`src/rtl/irq_nest_ctrl.sv`:
```
// Fixed-priority nested interrupt controller: edge/level sources, pending latch,
// nesting stack of served sources and a one-request-at-a-time handshake to the core.
module irq_nest_ctrl #(
  parameter int NUM_IRQ    = 16,
  parameter int NEST_DEPTH = 4,
  parameter int IDX_W      = (NUM_IRQ > 1) ? $clog2(NUM_IRQ) : 1
) (
  input  logic                             clk_i,
  input  logic                             rst_i,
  input  logic [NUM_IRQ-1:0]               irq_i,
  input  logic [NUM_IRQ-1:0]               mask_i,
  input  logic [NUM_IRQ-1:0]               edge_mode_i,
  input  logic                             ready_i,
  input  logic                             irq_ret_i,
  output logic                             irq_o,
  output logic [31:0]                      irq_cause_o,
  output logic [NUM_IRQ-1:0]               irq_ret_o,
  output logic [$clog2(NEST_DEPTH+1)-1:0]  nest_level_o,
  output logic                             spurious_o
);

  localparam int LVL_W = $clog2(NEST_DEPTH+1);

  typedef enum logic {IDLE, REQ} state_t;

  state_t             state_q, state_d;
  logic [NUM_IRQ-1:0] pending_q, pending_d;
  logic [NUM_IRQ-1:0] irq_prev_q, irq_prev_d;
  logic [IDX_W-1:0]   stack_q [NEST_DEPTH];
  logic [IDX_W-1:0]   stack_d [NEST_DEPTH];
  logic [LVL_W-1:0]   level_q, level_d;
  logic               irq_q, irq_d;
  logic [31:0]        cause_q, cause_d;
  logic [IDX_W-1:0]   req_idx_q, req_idx_d;
  logic [NUM_IRQ-1:0] ret_q, ret_d;
  logic               spurious_q, spurious_d;

  logic [NUM_IRQ-1:0] rise, act, elig;
  logic [IDX_W-1:0]   top_idx, sel;
  logic [LVL_W-1:0]   lvl_pop;
  logic               full, empty, accept, pop;

  assign full   = (level_q == LVL_W'(NEST_DEPTH));
  assign empty  = (level_q == '0);
  assign rise   = irq_i & ~irq_prev_q;
  assign act    = (edge_mode_i & (pending_q | rise)) | (~edge_mode_i & irq_i);
  assign accept = (state_q == REQ) & ready_i & irq_q;
  assign pop    = irq_ret_i & ~empty;

  always_comb begin
    top_idx = '0;
    for (int k = 0; k < NEST_DEPTH; k++) begin
      if (level_q == LVL_W'(k + 1)) top_idx = stack_q[k];
    end
  end

  // Only strictly higher-priority sources than the current top may nest.
  always_comb begin
    elig = '0;
    sel  = '0;
    for (int i = 0; i < NUM_IRQ; i++) begin
      elig[i] = mask_i[i] & act[i] & ~full & (empty | (IDX_W'(i) < top_idx));
    end
    for (int i = NUM_IRQ - 1; i >= 0; i--) begin
      if (elig[i]) sel = IDX_W'(i);
    end
  end

  always_comb begin
    state_d    = state_q;
    irq_d      = irq_q;
    cause_d    = cause_q;
    req_idx_d  = req_idx_q;
    pending_d  = pending_q;
    stack_d    = stack_q;
    level_d    = level_q;
    ret_d      = '0;
    spurious_d = 1'b0;
    irq_prev_d = irq_i;
    lvl_pop    = level_q;

    case (state_q)
      IDLE: begin
        if (|elig) begin
          state_d   = REQ;
          irq_d     = 1'b1;
          cause_d   = {1'b1, 31'(32'd16 + 32'(sel))};
          req_idx_d = sel;
        end
      end
      REQ: begin
        if (accept) begin
          state_d = IDLE;
          irq_d   = 1'b0;
        end
      end
      default: state_d = IDLE;
    endcase

    // Clear on accept first so a rise arriving in the same cycle is not lost.
    if (accept && edge_mode_i[req_idx_q]) pending_d[req_idx_q] = 1'b0;
    pending_d = pending_d | (rise & edge_mode_i);

    if (pop) begin
      lvl_pop = level_q - LVL_W'(1);
      ret_d   = NUM_IRQ'(1) << top_idx;
    end
    spurious_d = irq_ret_i & empty;

    // Pop is applied before push so a simultaneous return and accept keeps the level.
    level_d = lvl_pop;
    if (accept) begin
      for (int k = 0; k < NEST_DEPTH; k++) begin
        if (lvl_pop == LVL_W'(k)) stack_d[k] = req_idx_q;
      end
      level_d = lvl_pop + LVL_W'(1);
    end
  end

  always_ff @(posedge clk_i or posedge rst_i) begin
    if (rst_i) begin
      state_q    <= IDLE;
      pending_q  <= '0;
      irq_prev_q <= '0;
      for (int k = 0; k < NEST_DEPTH; k++) stack_q[k] <= '0;
      level_q    <= '0;
      irq_q      <= 1'b0;
      cause_q    <= '0;
      req_idx_q  <= '0;
      ret_q      <= '0;
      spurious_q <= 1'b0;
    end else begin
      state_q    <= state_d;
      pending_q  <= pending_d;
      irq_prev_q <= irq_prev_d;
      stack_q    <= stack_d;
      level_q    <= level_d;
      irq_q      <= irq_d;
      cause_q    <= cause_d;
      req_idx_q  <= req_idx_d;
      ret_q      <= ret_d;
      spurious_q <= spurious_d;
    end
  end

  assign irq_o        = irq_q;
  assign irq_cause_o  = cause_q;
  assign irq_ret_o    = ret_q;
  assign nest_level_o = level_q;
  assign spurious_o   = spurious_q;

endmodule
```
`config.mk`:
```
export PLATFORM = sky130hd
export DESIGN_NAME = irq_nest_ctrl
export DESIGN_NICKNAME = d
export VERILOG_FILES = /design/src/rtl/irq_nest_ctrl.sv
export SDC_FILE = /design/constraint.sdc
export NUM_CORES = 1
export LEC_CHECK = 0
export BUFFER_PORTS_ARGS = -buffer_cell sky130_fd_sc_hd__buf_4
export CELL_PAD_IN_SITES_DETAIL_PLACEMENT = 1
export CELL_PAD_IN_SITES_GLOBAL_PLACEMENT = 1
export CORE_MARGIN = 2
export CORE_UTILIZATION = 41
export CTS_BUF_LIST = sky130_fd_sc_hd__clkbuf_4 sky130_fd_sc_hd__clkbuf_8 sky130_fd_sc_hd__clkbuf_16
export DETAILED_ROUTE_END_ITERATION = 8
export PLACE_DENSITY_LB_ADDON = 0.1
export SLEW_MARGIN = 15
export SYNTH_ARGS = -nofsm -noshare
export SYNTH_HDL_FRONTEND = slang
export SYNTH_SLANG_ARGS = --single-unit
```
`constraint.sdc`:
```
create_clock -name clk_i -period 3.5 [get_ports clk_i]
set_input_delay 0 -clock clk_i [delete_from_list [all_inputs] [get_ports clk_i]]
set_output_delay 0 -clock clk_i [all_outputs]
set_load 0.005 [all_outputs]
```
==> metrics.cfg <==
[sta]
grt_setup_unrepaired = false
worstMarginPinSlew_ps = 742
fin_skew_ps = 11.0
setup_tns_ps = 0
fmax_mhz = 327
slew_headroom = 0.504
hold_slack_ps = 251
hold_viol_final = 0
slew_violations = 0
timing.final.crit_share = 0.873
fin_crit_ps = 3050
setup_viol = 0

[critical_path]
crit_type = reg2reg
path_delay_family = compound AO/OA/AOI/OAI gates
r2r_setup_slack_ps = 450
critPathLaunch = nest_level_o[0]
critPathMaxStageDelay_ps = 430
crit_required_ps = 3760
cp-start-kind = flip-flop
crit_path_top_delay_cell = a221oi_2
arrival_ps = 3320
worstPathMaxFanout = 9
path_buf_inv = 1
worstSetupEndpointType = flip-flop
r2r-start = nest_level_o[0]
crit_chain = inv_1, ha_1, a21oi_1, a221oi_2, or2_1, a211oi_1, o211a_2, a31oi_4, nor2_1, a31o_1

[cts]
htreeDepth = 3
post_cts_buffers = 0
clockBufferDepth = 2
cts_buffers = 9
clk_pin_slew_worst_paths_ps = 80
worstSkewPairLatency_ps = 370
cts_sinks = 75
cts_tree = yes
cts_root_buf = clkbuf_8

[grt]
grt_max_degree = 30
grt_overflow = 0
met3_usage = 0.0521
grt_use_met1 = 0.285
grt_pass1_wl_mm = 20.6
track_usage = 0.242
grt-busiest-layer = met2
grt_use_met2 = 0.442
antenna_found_initial = 0
grt_pass1_vias = 3857

[yosys]
yosysTopAreaCell = dfrtp_1
synth_area_um2 = 4260
synth_seq_cells = 75
synth_top_area_share = 0.441
avgSynthCellArea_um2 = 9.68
synthesis.instances = 440
synthDistinctLibCells = 69
synth_ff_type = dfrtp_1
synth-edff-count = 0
synth_top_cells_by_area = dfrtp_1 (44%), o21ai_0 (5.4%), nand2_1 (5.1%)
synth_warnings = 0
async_reset_ff_frac = 1.00
synth-seq-area-share = 0.441

[floorplan]
chipWidth_um = 106
pin_count = 105
die_h_um = 106
die_area_um2 = 11200
rows = 37
core_um2 = 10200
start_util = 0.418

[final_layout]
final_util = 0.529
fin_cells = 690
area_growth_pct = 26.6
antenna_cells = 0
final_nets = 612
mostFrequentLayoutCell = buf_4
final_cell_mix = buf_4 (82), dfrtp_1 (75), nand2_1 (58), o21ai_0 (46), dlygate4sd3_1 (35)
layout-drive-gt1-share = 0.253

[drt]
num_vias = 3715
drcViolationCount = 0
antenna_left = 0
first_pass_iters = 4
routed_wl_mm = 12.9
via_per_inst = 5.38
drtIter0Drc = 146
routedWlPerCell_um = 18.7

[min_path]
holdCritPathClass = in2reg
min_from = mask_i[4]

[pwr]
irDropWorstVdd_mv = 0.418
leakagePower_nw = 2.46
finalPower_w = 0.00393
p_per_area_nw_per_um2 = 728

[run_status]
run_status = completed

[place]
placed_cells = 640
routabilityCongestion = 0.873
dpl.hpwl_mm = 9.19
numPortBuffers = 78

[run]
cap_violations = 0

[Yosys cell counts (all sizes together), types with 2 or more instances]
cell type  instances
a221oi             3
clkbuf             9
ha                10
a21bo              4
a31o               3
nor2              30
a22o               6
a221o              2
o211ai             5
a211oi             6
o22ai              2
a211o              2
o31ai              2
a21o               3
nand3              9
or2                4
o211a              2
nor4               4
nand2             59
a31oi              5
o21ai             49
mux2              12
a21boi             7
or3                4
xnor2              2
a21oi             22
nand4              3
nand3b             4
mux4               5
and3               8
and2               2
nor3              10
dfrtp             75
a22oi              3
buf               34
nand2b             4
inv               14
[final timing paths]
kind | to | cells after the start
worst max-delay path | req_idx_q[1] | 10
worst min register to register | pending_q[12] | 1
max in group asynchronous | stack_q[12] | 4
min in group asynchronous | irq_prev_q[4] | 3
worst min-delay path | req_idx_q[0] | 6
worst max register to register | req_idx_q[1] | 10
[worst reg2reg max path, cell delays in order (launching register included)]
cell and delay [ps]:
dfrtp_1 420, inv_1 150, ha_1 360, a21oi_1 210
a221oi_2 430, or2_1 370, a211oi_1 180, o211a_2 340
a31oi_4 240, nor2_1 60, a31o_1 190
[final cells by class]
type	count	area, µm²
Clock inverter	3	40.0
Inverter	14	52.6
Fill cell	1182	4790
Tap cell	136	170
Sequential cell	75	1880
Timing Repair Buffer	117	966
Clock buffer	12	146
Multi-Input combinational cell	333	2140
[sequential cells by signal (all words and copies together) (netlist names)]
register / count
nest_level_o: 3
pending_q: 16
irq_o: 1
stack_q: 16
req_idx_q: 3
irq_cause_o: 2
irq_ret_o: 16
irq_prev_q: 16
spurious_o: 1
state_q: 1
[report_power, final]
group          switching (W)  leakage (nW)  internal, W  total, W
Clock               0.000314         0.100     0.000347  0.000661
Combinational        0.00116          1.47     0.000810   0.00197
Sequential          0.000243         0.893      0.00105   0.00129
Total                0.00172          2.46      0.00221   0.00393
[cell families (layout without fill, tap and decap cells)]
family	count (synthesis)	count (layout)	synth area share
xor gates and xnor gates	2	2	0.00411
buffers and inverters	57	146	0.0790
adders and majority gates	10	10	0.0294
other	1	26	0.000880
AOI/OAI and AO/OA	131	131	0.219
DFF	75	75	0.441
muxes	18	18	0.0605
and+or+nand+nor	146	146	0.166
[through the flow]
stage          setup slack (ps)  cell area [µm²]
2_1_floorplan               888             4350
3_3_place_gp                561             4850
3_5_place_dp                491             4850
4_1_cts                     449             5390
5_1_grt                     124             5390
6_report                    445             5390
[per-layer routing]
metal,part of all wire,vias up
met4,0.013,0
met2,0.53,85
met3,0.041,12
met1,0.41,1872
li1,-,1746
met5,0,-
[timing repair]
action                     CTS  global route
gates resized for setup      0             0
hold endpoints to repair    65             0
setup endpoints to repair    0             0
hold buffers                35             0
Power figures use the tool's default switching activity.
